$ cat src/rtl/cfg_pkg.sv
// cfg_pkg: shared constants and FSM state type for the configuration commit arbiter
package cfg_pkg;
  localparam int CFG_W = 5;
  localparam int A_BIT = 4;
  localparam int B_BIT = 3;
  localparam int C_BIT = 2;
  localparam int D_BIT = 1;
  localparam int E_BIT = 0;
  typedef enum logic [1:0] {IDLE, CHECK, RESP} state_t;
endpackage

$ cat src/rtl/cfg_valid_check.sv
// cfg_valid_check: combinational evaluator of the five-bit configuration validity rule
module cfg_valid_check
  import cfg_pkg::*;
(
  input  logic [CFG_W-1:0] cfg,
  output logic             valid
);
  logic a, b, c, d, e;
  assign a = cfg[A_BIT];
  assign b = cfg[B_BIT];
  assign c = cfg[C_BIT];
  assign d = cfg[D_BIT];
  assign e = cfg[E_BIT];
  assign valid = (a | b) & (c ^ e) & (a & c) & (~d | e) & (~b | (a & d));
endmodule

$ cat src/rtl/cfg_commit_arbiter.sv
// cfg_commit_arbiter: round-robin arbiter that validates and commits configuration words
module cfg_commit_arbiter
  import cfg_pkg::*;
#(
  parameter int CNT_W = 8
) (
  input  logic             clk,
  input  logic             rst,
  input  logic [1:0]       req,
  input  logic [CFG_W-1:0] cfg_in0,
  input  logic [CFG_W-1:0] cfg_in1,
  output logic [1:0]       gnt,
  output logic [1:0]       done,
  output logic             ok,
  output logic             busy,
  output logic [CFG_W-1:0] active_cfg,
  output logic             active_vld,
  output logic [CNT_W-1:0] acc_cnt,
  output logic [CNT_W-1:0] rej_cnt
);
  state_t state, nxt;
  logic ptr, own, res, w, valid;
  logic [CFG_W-1:0] cap;
  cfg_valid_check u_chk (.cfg(cap), .valid(valid));
  always_ff @(posedge clk) begin
    if (rst) state <= IDLE;
    else state <= nxt;
  end
  always_comb begin
    w = (req == 2'b11) ? ptr : req[1];
    nxt = state == IDLE ? (|req ? CHECK : IDLE) : state == CHECK ? RESP : IDLE;
    gnt = (state == IDLE && |req) ? (w ? 2'b10 : 2'b01) : 2'b00;
    done = state == RESP ? (own ? 2'b10 : 2'b01) : 2'b00;
    ok = state == RESP && res;
    busy = state != IDLE;
  end
  always_ff @(posedge clk) begin
    if (rst) begin
      ptr <= 1'b0;
      own <= 1'b0;
      cap <= '0;
      res <= 1'b0;
      active_cfg <= '0;
      active_vld <= 1'b0;
      acc_cnt <= '0;
      rej_cnt <= '0;
    end else begin
      if (|gnt) begin
        ptr <= ~w;
        own <= w;
        cap <= w ? cfg_in1 : cfg_in0;
      end
      if (state == CHECK) res <= valid;
      if (state == RESP) begin
        if (res) begin
          active_cfg <= cap;
          active_vld <= 1'b1;
          if (~&acc_cnt) acc_cnt <= acc_cnt + CNT_W'(1);
        end else if (~&rej_cnt) rej_cnt <= rej_cnt + CNT_W'(1);
      end
    end
  end
endmodule
$ cat config.mk
export PLATFORM = sky130hd
export DESIGN_NAME = cfg_commit_arbiter
export DESIGN_NICKNAME = d
export VERILOG_FILES = /design/src/rtl/cfg_pkg.sv /design/src/rtl/cfg_valid_check.sv /design/src/rtl/cfg_commit_arbiter.sv
export SDC_FILE = /design/constraint.sdc
export NUM_CORES = 1
export LEC_CHECK = 0
export CORE_ASPECT_RATIO = 1.1
export CORE_MARGIN = 4
export CORE_UTILIZATION = 45
export CTS_BUF_LIST = sky130_fd_sc_hd__clkbuf_8
export CTS_CLUSTER_DIAMETER = 200
export DETAILED_ROUTE_END_ITERATION = 8
export PLACE_DENSITY_LB_ADDON = 0.3
export SETUP_SLACK_MARGIN = 0.3
export SLEW_MARGIN = 30
export SYNTH_ARGS = -nofsm -noshare
export SYNTH_HDL_FRONTEND = slang
export SYNTH_HIERARCHICAL = 1
export SYNTH_SLANG_ARGS = --single-unit
$ cat constraint.sdc
create_clock -name clk -period 2.2 [get_ports clk]
set_input_delay 0.33 -clock clk [delete_from_list [all_inputs] [get_ports clk]]
set_output_delay 0.33 -clock clk [all_outputs]
set_load 0.005 [all_outputs]
==> out/qor.yml <==
outcome:
  status: "finished clean"
synth:
  yosysTopAreaCell: "dfxtp_1"
  syn_area_sq_um: 1600
  seq_area_frac_synth: 0.401
  synth_area_per_cell_sq_um: 8.83
  synth_seq_cells: 32
  yosys-top-cells-area: "dfxtp_1 (40%), nand3_1 (4.4%), a211oi_1 (3.8%), nand2_1 (3.5%), a21oi_1 (3.1%)"
  ys.warnings.count: 6
  syn_nets: 197
  yosys.area.top_type_share: 0.401
  synth_cell_type_count: 40
  syn_inst: 181
clock_tree:
  cts_buffer_depth: 2
  hold_buffers: 0
  cts.sinks: 32
  numCtsBuffers: 5
  cts_tree: "built"
  root_buffer: "clkbuf_8"
  htree_levels: 2
  clk_latency_ns: 0.28
  path_clk_slew_ns: 0.06
grt:
  overflow: 0
  grt_usage: 0.194
  grt_max_degree: 23
  antenna_found_initial: 0
  grt_pass1_wl_microns: 6960
  grt_pass1_vias: 1572
sta:
  tns_ns: 0
  worst_pin_slew_ns: 0.716
  fin_ws_ns: 0.358
  grt_setup_unrepaired: "true"
  finalCritPeriodShare: 0.837
  slew_headroom: 0.521
  period_minus_slack_ns: 1.84
  clock_skew_ns: 0.00354
  maxSlewViolCount: 0
  max_freq_mhz: 543
  hold_viol: 0
  final-setup-viol-count: 0
  hold_ws_ns: 0.459
critical_path:
  path_cells: "nor3b_4 -> nand2_2 -> buf_4 -> buf_4 -> buf_4 -> buf_4 -> buf_4 -> buf_4 -> buf_4 -> buf_4 -> a21oi_1"
  cp.required_ns: 2.42
  critPathArrivalTime_ns: 2.06
  crit_start: "state[0]"
  critPathMaxStageDelay_ns: 0.38
  r2r-start: "state[0]"
  critPathMaxFanout: 10
  r2r_setup_slack_ns: 0.36
  cp_slowest_cell: "dfxtp_2"
  cpLargestDelayFamily: "buffers and inverters"
  endpoint_kind: "flip-flop"
  cp_num_buf_inv: 8
  start_kind: "flip-flop"
  path_class: "flip-flop to flip-flop"
  cp_common_cell: "buf_4"
finish:
  nNetsFinal: 258
  design_area_sq_um: 2310
  drive_above_1_share: 0.198
  layout_common_cells: "clkdlybuf4s50_1 (37), dfxtp_1 (29), buf_4 (23)"
  final_common_cell: "clkdlybuf4s50_1"
  area_growth_syn_to_layout_pct: 44.7
  final_core_util: 0.683
  antenna_cells: 0
  fillerInstances: 285
route:
  wl_microns: 4320
  wl_per_cell_microns: 14.9
  drc: 0
  vias: 1600
  firstDrtPassIters: 4
  drt_iter0_drc: 82
  drt-vias-per-instance: 5.52
  final_antenna_net_count: 0
die:
  die_h_microns: 70.5
  row_count: 22
  start_util: 0.472
  core_area_sq_um: 3390
  pin_count: 42
  die_w_microns: 64.8
  dieArea_sq_um: 4570
place:
  gp_congestion: 0.751
  dp_hpwl_microns: 2900
  portBuffers: 41
  post-place-ws_ns: 0.207
  place_area_sq_um: 2060
power:
  p_int_w: 0.000976
  clkPwrFrac: 0.379
  switching_share: 0.231
  p_comb_frac: 0.134
  p_leak_nw: 0.898
  power.switching_w: 0.000294
  powerDensity_nw_per_um2: 549
  power_frac_seq: 0.487
  ir_drop_mv: 0.443
job:
  drv_cap: 0
min_path:
  hold_path_class: "flip-flop to flip-flop"
  min_from: "active_cfg[2]"
cell type report:
cell class / count / area [sq um] / area share
multi-input cells: 133 / 901 / 0.390
flip-flops and latches: 32 / 647 / 0.280
repair buffers: 64 / 586 / 0.253
clock buffers: 7 / 96.3 / 0.0417
well taps: 48 / 60.1 / 0.0260
inverters: 6 / 22.5 / 0.00974
power groups by stage:
| stage | clock network [W] | logic, W | registers (W) |
|---|---|---|---|
| finish | 0.000481 | 0.000171 | 0.000618 |
| global route | 0.000515 | 0.000185 | 0.000621 |
| CTS | 0.000489 | 0.000156 | 0.000617 |
| detailed placement | 0 | 0.000125 | 0.000629 |
| global placement | 0 | 0.000121 | 0.000628 |
| floorplan | 0 | 0.0000749 | 0.000618 |
worst min-delay path, cell delays in order (launching register included):
cell	delay (ns)
dfxtp_1	0.31
nand2_1	0.05
a21oi_1	0.05
worst paths after layout:
check | end | depth (start not counted)
worst max-delay path | own | 11
worst min-delay path | active_cfg[2] | 2
worst max register to register | own | 11
worst min register to register | active_cfg[2] | 2
routing by layer:
metal | vias up | track usage | part of all wire
met5 | - | 0 | 0
met3 | 6 | 0.0450 | 0.047
met1 | 756 | 0.206 | 0.39
met4 | 0 | 0.0892 | 0.013
li1 | 785 | - | -
met2 | 53 | 0.356 | 0.55
cell families after synthesis:
logic type                 after synthesis  synth area share
and+or+nand+nor                         82             0.303
DFF                                     32             0.401
buffers and inverters                   16            0.0454
AOI/OAI and AO/OA                       40             0.174
adders and majority gates                2            0.0157
muxes                                    9            0.0611
synth_stat cells (all sizes together):
library cell,count
and3b,1
o21ai,5
nand2,15
nand4,2
nand4b,1
a41oi,4
a31oi,6
or3b,1
clkbuf,3
a21oi,11
nand3b,1
o31a,1
and3,4
nor3,2
nor2,12
nor3b,4
mux2i,3
nor4bb,1
nor4,4
and2,3
buf,7
and4,2
inv,6
mux2,6
a311oi,2
nand2b,6
ha,2
a211oi,10
dfxtp,32
or2,1
a2111oi,1
nand3,14
nor2b,8
stage by stage:
step	cells	total power, W
floorplan	181	0.000693
global placement	265	0.000749
detailed placement	265	0.000754
CTS	287	0.00126
global route	290	0.00132
finish	290	0.00127
state kept, by name, summed over array words and instances (netlist names), 2 cells and up:
signal / flops
acc_cnt: 8
rej_cnt: 8
active_cfg: 5
cap: 5
state: 2
what timing repair did:
item | 4_1_cts | 5_1_grt
cloned | 0 | 0
pin swaps | 1 | 0
gates resized for setup | 4 | 7
endpoints found under the setup margin | 5 | 3
buffers inserted | 15 | 3
Power figures use the tool's default switching activity.
